--- config.mk ---
export PLATFORM = sky130hd
export DESIGN_NAME = pc_sequencer_flat
export DESIGN_NICKNAME = d
export VERILOG_FILES = /design/src/rtl/pc_sequencer_pkg.sv /design/src/rtl/pc_sequencer_if.sv /design/src/rtl/pc_ras_stack.sv /design/src/rtl/pc_sequencer.sv /design/src/flat_wrapper.sv
export SDC_FILE = /design/constraint.sdc
export NUM_CORES = 1
export LEC_CHECK = 0
export ABC_AREA = 1
export CAP_MARGIN = 20
export CORE_ASPECT_RATIO = 0.8
export CORE_MARGIN = 2
export CORE_UTILIZATION = 59
export CTS_CLUSTER_SIZE = 24
export DETAILED_ROUTE_END_ITERATION = 10
export GPL_TIMING_DRIVEN = 0
export PLACE_DENSITY = 0.81
export SLEW_MARGIN = 20
export SYNTH_ARGS = -nofsm -noshare
export SYNTH_HDL_FRONTEND = slang
export SYNTH_SLANG_ARGS = --single-unit
--- constraint.sdc ---
create_clock -name clk -period 2.7 [get_ports clk]
set_input_delay 0.54 -clock clk [delete_from_list [all_inputs] [get_ports clk]]
set_output_delay 0.54 -clock clk [all_outputs]
set_load 0.02 [all_outputs]
--- src/rtl/pc_sequencer_pkg.sv ---
`default_nettype none
// ============================================================================
// Module      : pc_sequencer_pkg
// Description : Shared op-code constants and helpers for the program-counter
//               sequencer and its return-address stack.
// Contents    : PC_OP_WIDTH, PC_OP_* op codes, pc_op_t, ras_cnt_width().
// Revision    : 1.0 - initial release
// ============================================================================
package pc_sequencer_pkg;

  localparam int PC_OP_WIDTH = 3;

  typedef logic [PC_OP_WIDTH-1:0] pc_op_t;

  localparam pc_op_t PC_OP_HOLD = 3'd0;
  localparam pc_op_t PC_OP_INC  = 3'd1;
  localparam pc_op_t PC_OP_JMP  = 3'd2;
  localparam pc_op_t PC_OP_BRR  = 3'd3;
  localparam pc_op_t PC_OP_CALL = 3'd4;
  localparam pc_op_t PC_OP_RET  = 3'd5;

  // Occupancy counter needs one extra bit so that "full" (== depth) is
  // distinguishable from "empty" (== 0).
  function automatic int ras_cnt_width(input int depth);
    return $clog2(depth) + 1;
  endfunction

endpackage
`default_nettype wire

--- src/rtl/pc_sequencer_if.sv ---
`default_nettype none
// ============================================================================
// Module      : pc_sequencer_if
// Description : Decoder <-> sequencer bus: op/operand/stall toward the
//               sequencer, fetch address and RAS status back.
// Ports       : i_stall, i_op, i_data (decoder -> sequencer)
//               o_pc, o_ras_full, o_ras_empty, o_ras_ovf, o_ras_unf
//               (sequencer -> decoder / instruction memory)
// Modports    : master (decoder side), slave (sequencer side)
// Revision    : 1.0 - initial release
// ============================================================================
interface pc_sequencer_if
  import pc_sequencer_pkg::*;
#(
  parameter int PC_WIDTH = 16
);

  logic                   i_stall;
  logic [PC_OP_WIDTH-1:0] i_op;
  logic [PC_WIDTH-1:0]    i_data;
  logic [PC_WIDTH-1:0]    o_pc;
  logic                   o_ras_full;
  logic                   o_ras_empty;
  logic                   o_ras_ovf;
  logic                   o_ras_unf;

  modport master (
    output i_stall, i_op, i_data,
    input  o_pc, o_ras_full, o_ras_empty, o_ras_ovf, o_ras_unf
  );

  modport slave (
    input  i_stall, i_op, i_data,
    output o_pc, o_ras_full, o_ras_empty, o_ras_ovf, o_ras_unf
  );

endinterface
`default_nettype wire

--- src/rtl/pc_ras_stack.sv ---
`default_nettype none
// ============================================================================
// Module      : pc_ras_stack
// Description : Return-address stack (LIFO) with occupancy counter,
//               full/empty decode and registered overflow/underflow pulses.
//               Optional macro PC_RAS_CIRCULAR_EN: push while full overwrites
//               the oldest entry instead of being discarded.
// Ports       : clk, rst_n (sync, active-low)
//               push_i/push_data_i - push request and return address
//               pop_i              - pop request
//               top_o              - most recently pushed entry
//               full_o, empty_o    - decoded from the registered counter
//               ovf_o, unf_o       - one-cycle pulses after push-full /
//                                    pop-empty requests
// Revision    : 1.0 - initial release
// ============================================================================
module pc_ras_stack
  import pc_sequencer_pkg::*;
#(
  parameter int WIDTH = 16,
  parameter int DEPTH = 4  // >= 2, power of 2
) (
  input  wire logic             clk,
  input  wire logic             rst_n,
  input  wire logic             push_i,
  input  wire logic [WIDTH-1:0] push_data_i,
  input  wire logic             pop_i,
  output logic      [WIDTH-1:0] top_o,
  output logic                  full_o,
  output logic                  empty_o,
  output logic                  ovf_o,
  output logic                  unf_o
);

  localparam int PTR_W = $clog2(DEPTH);
  localparam int CNT_W = ras_cnt_width(DEPTH);
  localparam logic [CNT_W-1:0] DEPTH_CNT = CNT_W'(DEPTH);

  logic [WIDTH-1:0] mem_q [DEPTH];
  // ptr_q is the next write slot; it wraps modulo DEPTH, so the top of
  // stack is always ptr_q-1 in both the discarding and circular variants.
  logic [PTR_W-1:0] ptr_q, ptr_d;
  logic [CNT_W-1:0] cnt_q, cnt_d;
  logic             ovf_q, unf_q;
  logic             push_ok, pop_ok;

  assign full_o  = (cnt_q == DEPTH_CNT);
  assign empty_o = (cnt_q == '0);
  assign top_o   = mem_q[ptr_q - PTR_W'(1)];
  assign ovf_o   = ovf_q;
  assign unf_o   = unf_q;

`ifdef PC_RAS_CIRCULAR_EN
  assign push_ok = push_i;
`else
  assign push_ok = push_i & ~full_o;
`endif
  assign pop_ok = pop_i & ~empty_o;

  always_comb begin
    ptr_d = ptr_q;
    cnt_d = cnt_q;
    if (push_ok) begin
      ptr_d = ptr_q + PTR_W'(1);
      // An overwriting push leaves occupancy pinned at DEPTH.
      if (!full_o) begin
        cnt_d = cnt_q + CNT_W'(1);
      end
    end else if (pop_ok) begin
      ptr_d = ptr_q - PTR_W'(1);
      cnt_d = cnt_q - CNT_W'(1);
    end
  end

  always_ff @(posedge clk) begin
    if (!rst_n) begin
      ptr_q <= '0;
      cnt_q <= '0;
      ovf_q <= 1'b0;
      unf_q <= 1'b0;
    end else begin
      ptr_q <= ptr_d;
      cnt_q <= cnt_d;
      ovf_q <= push_i & full_o;
      unf_q <= pop_i & empty_o;
    end
  end

  // Entry storage carries no reset; contents are meaningless while empty.
  always_ff @(posedge clk) begin
    if (rst_n && push_ok) begin
      mem_q[ptr_q] <= push_data_i;
    end
  end

endmodule
`default_nettype wire

--- src/rtl/pc_sequencer.sv ---
`default_nettype none
// ============================================================================
// Module      : pc_sequencer
// Description : Program-counter sequencer: hold, increment, absolute jump,
//               signed relative branch, call and return via an internal
//               return-address stack. All PC arithmetic wraps modulo
//               2^PC_WIDTH; o_pc is registered with no bypass from i_data.
//               Optional macro PC_RAS_CIRCULAR_EN (see pc_ras_stack).
// Ports       : clk, rst_n (sync, active-low)
//               seq_if (pc_sequencer_if.slave):
//                 i_stall, i_op, i_data -> in
//                 o_pc, o_ras_full, o_ras_empty, o_ras_ovf, o_ras_unf -> out
// Revision    : 1.0 - initial release
// ============================================================================
module pc_sequencer
  import pc_sequencer_pkg::*;
#(
  parameter int                PC_WIDTH  = 16,
  parameter int                RAS_DEPTH = 4,
  parameter logic [PC_WIDTH-1:0] RESET_PC = '0
) (
  input  wire logic        clk,
  input  wire logic        rst_n,
  pc_sequencer_if.slave    seq_if
);

  logic [PC_WIDTH-1:0] pc_q, pc_d;
  logic [PC_WIDTH-1:0] pc_inc;
  logic [PC_WIDTH-1:0] ras_top;
  logic                ras_push, ras_pop;
  logic                ras_full, ras_empty;
  logic                ras_ovf, ras_unf;

  assign pc_inc = pc_q + PC_WIDTH'(1);

  always_comb begin
    pc_d     = pc_q;
    ras_push = 1'b0;
    ras_pop  = 1'b0;
    if (!seq_if.i_stall) begin
      case (seq_if.i_op)
        PC_OP_HOLD: pc_d = pc_q;
        PC_OP_INC:  pc_d = pc_inc;
        PC_OP_JMP:  pc_d = seq_if.i_data;
        // Operand is already PC_WIDTH wide, so modular addition is the
        // sign-extended relative branch.
        PC_OP_BRR:  pc_d = pc_q + seq_if.i_data;
        PC_OP_CALL: begin
          pc_d     = seq_if.i_data;
          ras_push = 1'b1;
        end
        PC_OP_RET: begin
          // Return on an empty stack degrades to a plain advance.
          pc_d    = ras_empty ? pc_inc : ras_top;
          ras_pop = 1'b1;
        end
        default:    pc_d = pc_q;
      endcase
    end
  end

  always_ff @(posedge clk) begin
    if (!rst_n) begin
      pc_q <= RESET_PC;
    end else begin
      pc_q <= pc_d;
    end
  end

  pc_ras_stack #(
    .WIDTH (PC_WIDTH),
    .DEPTH (RAS_DEPTH)
  ) u_ras (
    .clk         (clk),
    .rst_n       (rst_n),
    .push_i      (ras_push),
    .push_data_i (pc_inc),
    .pop_i       (ras_pop),
    .top_o       (ras_top),
    .full_o      (ras_full),
    .empty_o     (ras_empty),
    .ovf_o       (ras_ovf),
    .unf_o       (ras_unf)
  );

  assign seq_if.o_pc        = pc_q;
  assign seq_if.o_ras_full  = ras_full;
  assign seq_if.o_ras_empty = ras_empty;
  assign seq_if.o_ras_ovf   = ras_ovf;
  assign seq_if.o_ras_unf   = ras_unf;

endmodule
`default_nettype wire

--- src/flat_wrapper.sv ---
// flat-port wrapper written by rule: the top's interface ports become plain ports
module pc_sequencer_flat import pc_sequencer_pkg::*;
#(
  parameter int                PC_WIDTH  = 16,
  parameter int                RAS_DEPTH = 4,
  parameter logic [PC_WIDTH-1:0] RESET_PC = '0
)
  (clk, rst_n, seq_if_i_stall, seq_if_i_op, seq_if_i_data, seq_if_o_pc, seq_if_o_ras_full, seq_if_o_ras_empty, seq_if_o_ras_ovf, seq_if_o_ras_unf);
  pc_sequencer_if #(.PC_WIDTH(PC_WIDTH)) seq_if_i ();
  input  wire logic clk;
  input  wire logic rst_n;
  input wire logic [$bits(seq_if_i.i_stall)-1:0] seq_if_i_stall;
  input wire logic [$bits(seq_if_i.i_op)-1:0] seq_if_i_op;
  input wire logic [$bits(seq_if_i.i_data)-1:0] seq_if_i_data;
  output wire logic [$bits(seq_if_i.o_pc)-1:0] seq_if_o_pc;
  output wire logic [$bits(seq_if_i.o_ras_full)-1:0] seq_if_o_ras_full;
  output wire logic [$bits(seq_if_i.o_ras_empty)-1:0] seq_if_o_ras_empty;
  output wire logic [$bits(seq_if_i.o_ras_ovf)-1:0] seq_if_o_ras_ovf;
  output wire logic [$bits(seq_if_i.o_ras_unf)-1:0] seq_if_o_ras_unf;
  assign seq_if_i.i_stall = seq_if_i_stall;
  assign seq_if_i.i_op = seq_if_i_op;
  assign seq_if_i.i_data = seq_if_i_data;
  assign seq_if_o_pc = seq_if_i.o_pc;
  assign seq_if_o_ras_full = seq_if_i.o_ras_full;
  assign seq_if_o_ras_empty = seq_if_i.o_ras_empty;
  assign seq_if_o_ras_ovf = seq_if_i.o_ras_ovf;
  assign seq_if_o_ras_unf = seq_if_i.o_ras_unf;
  pc_sequencer #(.PC_WIDTH(PC_WIDTH), .RAS_DEPTH(RAS_DEPTH), .RESET_PC(RESET_PC)) u_core (.clk(clk), .rst_n(rst_n), .seq_if(seq_if_i));
endmodule
======== Word level (Yosys, flattened, before mapping) ========
Memories as Yosys holds them, arrays and structs flattened.
Cells that the tools add are included.
word-level totals
  bits of input ports ..................... 22
  logic and storage cells ................. 46
  bits in registers ....................... 23
  bits in writable memories ............... 64
  memories kept ........................... 1
  output and inout bits ................... 20
cells by class
  equal/unequal tests ..................... 7
  reduce and logical (&&, ||, !) cells .... 7
  mux-type cells .......................... 13
  add/subtract/negate cells ............... 6
  bitwise gates (word level) .............. 7
memory list
  name                words  bits a word  read ports  clocked after memory_dff  wr ports  RTL line            source
  u_core.u_ras.mem_q  4      16           1           0                         1         pc_ras_stack.sv:39  logic [WIDTH-1:0] mem_q [DEPTH];
operators by type and width
  kind                                                                   number
  16-bit one-hot mux with 4 select lines                                 1
  16-bit by 1-bit adder with 16-bit output, second input constant        1
  16-bit adder                                                           1
  16-bit two-way mux                                                     1
  3-bit equality test, second input constant                             3
  3-bit two-way mux                                                      3
  3-bit by 2-bit equality test with 1-bit output, second input constant  2
  1-bit two-way mux                                                      6
  1-bit bitwise AND                                                      4
  2-bit two-way mux                                                      2
  2-bit AND reduction                                                    2
  4-bit nonzero test                                                     1
  3-bit by 1-bit adder with 3-bit output, second input constant          1
  3-bit by 1-bit equality test with 1-bit output, second input constant  1
  3-bit logical NOT                                                      1
  1-bit NOT                                                              3
  3-bit by 1-bit subtractor with 3-bit output, second input constant     1
  2-bit by 1-bit adder with 2-bit output, second input constant          1
  2-bit inequality test, second input constant                           1
  2-bit nonzero test                                                     1
  2-bit OR reduction                                                     1
  2-bit by 1-bit subtractor with 2-bit output, second input constant     1
  1-bit logical AND                                                      1

======== Logic depth before layout (Yosys ltp) ========
  depth in word-level cells ............... 7
  mapped depth ............................ 16
  gate-level depth less buffers ........... 13

======== Modules after synthesis ========
From an unflattened synthesis, not the netlist that was laid out.
second synthesis, totals
  cell total of the unflattened synthesis .. 666
  area, all modules ....................... 5228.8 µm²
modules (own cells, without submodules)
  module        area an instance (µm²)  cells an instance  times used  seq. area each (µm²)
  pc_ras_stack  2825.2                  223                1           2062.0
  pc_sequencer  2403.6                  443                1           320.3

======== Worst setup path before layout ========
Ideal clock, no wire load.
  path kind ............................... input-to-reg
  from .................................... in seq_if_i_op[1]
  to ...................................... mem u_core.u_ras.mem_q[0][0], enable pin
  arrival ................................. 1.870 ns
  setup slack ............................. 0.441 ns
  data required time ...................... 2.311 ns
  stages .................................. 7
  setup time .............................. 0.389 ns
  cells stage by stage .................... inv_1 nand2_1 nor3_1 nand2_1 inv_1 nand2_1 nor2_1
between the ends
  longest elaborated chain between the ends .. 7
RTL lines
  what                                     RTL line            source
  start: declaration                       flat_wrapper.sv:13  input wire logic [$bits(seq_if_i.i_op)-1:0] seq_if_i_op;
  3-bit equality test                      pc_sequencer.sv:41  case (seq_if.i_op)
  1-bit two-way mux                        pc_sequencer.sv:41
  1-bit two-way mux                        pc_sequencer.sv:40  if (!seq_if.i_stall) begin
  1-bit bitwise AND                        pc_ras_stack.sv:56  assign push_ok = push_i & ~full_o;
  1-bit logical AND                        pc_ras_stack.sv:91  if (rst_n && push_ok) begin
  1-bit two-way mux                        pc_ras_stack.sv:91
  1-bit two-way mux (not written as such)  pc_ras_stack.sv:92  mem_q[ptr_q] <= push_data_i;
  end: declaration                         pc_ras_stack.sv:39
Every way passes these cells.

======== Worst setup path after layout ========
  from .................................... reg u_core.u_ras.cnt_q[1]
  to ...................................... out seq_if_o_ras_empty
between the ends
  longest elaborated chain between the ends .. 1
RTL lines
  what                      RTL line            source
  start: declaration        pc_ras_stack.sv:43  logic [CNT_W-1:0] cnt_q, cnt_d;
  start signal: assignment  pc_ras_stack.sv:83  cnt_q <= cnt_d;
  3-bit logical NOT         pc_ras_stack.sv:48  assign empty_o = (cnt_q == '0);
  end: declaration          flat_wrapper.sv:17  output wire logic [$bits(seq_if_i.o_ras_empty)-1:0] seq_if_o_ras_empty;
Every way passes these cells.

==> flow_summary.ini <==
[synth]
synth_top_family_by_area = simple AND/OR/NAND/NOR gates
post_synthesis_simple_gate_area_fraction_pct = 28.1
synthesis.area_um2 = 5290
yosysUniqueCellTypes = 43
yosys_register_bits = 87
postSynth.asyncResetShare_pct = 0
syn_nets = 722
yosys.area_share.adder_pct = 5.48
synth_enable_flop_cells = 64
syn_avg_cell_area_um2 = 7.81
post_synth_inst_count = 678
ys.warnings.count = 0
yosysTopAreaCell = edfxtp_1
synth_top_cells_by_area = edfxtp_1, nand2_1, dfxtp_1
synth_flop_cell = edfxtp_1
synth.mux.area_fraction_pct = 0
synth.top_cell.area_share_pct = 36.3
post_synthesis_compound_gate_area_fraction_pct = 12.0
post_synth_xor_area_fraction_pct = 0.993
synth_sequential_area_ratio_pct = 45.0

[critical_path]
worstReg2RegStart = u_core.u_ras.ptr_q[0]$_SDFFE_PN0P_
r2r.worst_path.cells = 15
cp_max_fo = 10
timing.critical_path.from_type = flop
r2r_slack_ps = 120
arrival_time_of_the_worst_setup_path_ps = 2080
cp_data_required_time_ps = 2160
setup.worst_path.class = flop to primary output
worst_setup_end_kind = primary output
cp-endpoint = seq_if_o_ras_empty
worstReg2RegEnd = u_core.seq_if.o_pc[2]$_SDFFE_PN0P_
critical_path.startpoint = u_core.u_ras.cnt_q[1]$_SDFFE_PN0P_

[global_routing]
grt_pass1_wl_mm = 22.5
grt_max_degree = 15
grt_antenna_before_repair = 0
globalRoute.totalOverflow = 0
first_global_vias = 4640
grtUsageTotal_pct = 30.9

[cells_and_area]
layout.area.seq_um2 = 2380
area_of_combinational_cells_with_multiple_inputs_um2 = 2480
fillerInstances = 698
antennaDiodeCount = 0
final_cell_mix = nand2_1, inv_1, nor2_1, edfxtp_1, nand3_1
area.growth.synth_to_final_pct = 15.4
layoutNonFillerInstCount = 851
num-nets-final = 778
fraction_of_final_layout_cells_sized_beyond_drive_strength_1_pct = 9.47
most_common_cell_after_layout_fill_and_taps_aside = nand2_1
final_design_area_no_fill_um2 = 6110
finish.utilization_pct = 71.0

[die]
floorplan.core_area_um2 = 8600
fp.dieW_um = 110
die_span_y_um = 88.7
initial_utilization_pct = 61.6
num_rows = 30
fp.dieArea_um2 = 9750
io_pins = 42

[clock_network]
clock_insertion_delay_worst_skew_ps = 350
number_of_hold_buffers_added_after_cts = 0
max-clock-path-buffers = 2
cts_tree = done
cts_made_buffers = 9
h-tree-depth = 3
clockRootBuffer = clkbuf_8
cts_sinks = 87
clk_pin_slew_worst_paths_ps = 90

[sta]
timing.final.hold_violations = 0
final_max_slew_viol_count = 0
tightest_slew_ps = 668
fin_crit_sh_pct = 96.9
timing.final.setup_violations = 0
clock_skew_ps = 9.10
timing.fmax_ghz = 0.382
slew_headroom_pct = 55.4
worst_slack_setup_final_ps = 84.3
finalWorstPathRequiredPeriod_ps = 2620

[routing]
totalWireLength_mm = 13.9
antenna_left = 0
drt_iter0_markers = 378
viasPerCell = 5.68
firstDrtPassIters = 7
avgRoutedWirePerCell_um = 16.4
route.vias.total = 4830
count_of_unresolved_drc_violations_after_routing = 0

[pwr]
max-vdd-ir-drop_v = 0.000234
power.density_nw_per_um2 = 500
p_leak_nw = 2.62

[placed_design]
port_buffers = 41
placement.cell_area_um2 = 5910
routability_congestion_estimate_from_global_placement = 0.885
placed_cells_incl_taps = 835
place_ws_ps = -119
dp_hpwl_mm = 10.4

[worst_hold_path]
holdCritPathClass = flop to flop
hp-start = u_core.seq_if.o_pc[15]$_SDFFE_PN0P_

[job]
max-cap-violations = 0

[status]
status = completed
## layout make-up
type | instances | share of cell area [%]
flip-flops and latches | 87 | 39.0
well taps | 112 | 2.29
clock inverters | 4 | 0.779
multi-input cells | 484 | 40.6
repair buffers | 45 | 7.58
inverters | 87 | 5.35
plain buffers | 20 | 2.15
clock buffers | 12 | 2.21
## worst min path at each step
stage               cells after the start                                   to  slack, ps
floorplan                               2   u_core.u_ras.cnt_q[2]$_SDFFE_PN0P_        510
detailed placement                      2  u_core.seq_if.o_pc[15]$_SDFFE_PN0P_        530
global route                            2  u_core.seq_if.o_pc[15]$_SDFFE_PN0P_        570
global placement                        2  u_core.seq_if.o_pc[15]$_SDFFE_PN0P_        520
finish                                  2  u_core.seq_if.o_pc[15]$_SDFFE_PN0P_        550
CTS                                     2  u_core.seq_if.o_pc[15]$_SDFFE_PN0P_        540
## worst max-delay path, cell delays in order (launching register included)
cell	delay, ps
dfxtp_1	390
nor3_4	350
buf_2	330
clkdlybuf4s50_1	650
## sequential cells by signal, summed over array words and instances (netlist names)
| signal | count |
|---|---|
| u_core.u_ras.ptr_q | 2 |
| u_core.u_ras.unf_o | 1 |
| u_core.seq_if.o_pc | 16 |
| u_core.u_ras.cnt_q | 3 |
| u_core.u_ras.ovf_o | 1 |
| u_core.u_ras.mem_q | 64 |
## power breakdown
group / leakage (nW) / switching (mW) / internal (mW)
clock network: 0.0920 / 0.449 / 0.427
logic: 1.76 / 0.422 / 0.244
registers: 0.767 / 0.0473 / 1.47
## per-stage QoR
step,hold slack [ps],power (mW),setup TNS (ps)
after floorplan,511,1.96,0
after global placement,515,2.17,-38080
after detailed placement,527,2.19,-2320
after CTS,540,3.04,0
after global routing,565,3.19,-0.921
final,551,3.06,0
## cells in the mapped netlist (2+ instances only)
master    count
nand2_1     190
inv_1        79
nor2_1       71
edfxtp_1     64
nand3_1      49
a21oi_1      44
o21ai_0      34
dfxtp_1      23
ha_1         20
buf_2         9
o211ai_1      9
buf_4         7
inv_2         7
o21ai_1       7
nand4_1       6
nand2_2       5
o221ai_1      4
or2_2         4
xor2_1        4
a21boi_1      3
a41oi_1       3
clkbuf_1      3
nand3_2       3
nand3b_1      3
nor3_1        3
a22oi_1       2
and2_1        2
fa_1          2
nor2_2        2
nor2_4        2
xnor2_1       2
## cell families (layout without fill, tap and decap cells)
logic type	Yosys count	after routing
flops	87	87
compound gates	111	111
buf+inv	107	168
fa+ha+maj	22	22
simple gates	345	345
xor+xnor	6	6
## timing repair
action,in CTS,in global routing
buffers inserted,0,0
resized for setup,2,6
setup endpoints to repair,4,10
pin swaps,0,1
## metal layers
layer	GRT usage, %	up-vias	wire, µm	part of all wire (%)
met3	5.96	28	1240	8.9
li1	-	2362	-	-
met1	42.0	2229	5980	43
met4	9.78	0	257	1.8
met5	0	-	0	0
met2	50.4	211	6480	46
(Power assumes the default switching activity.)
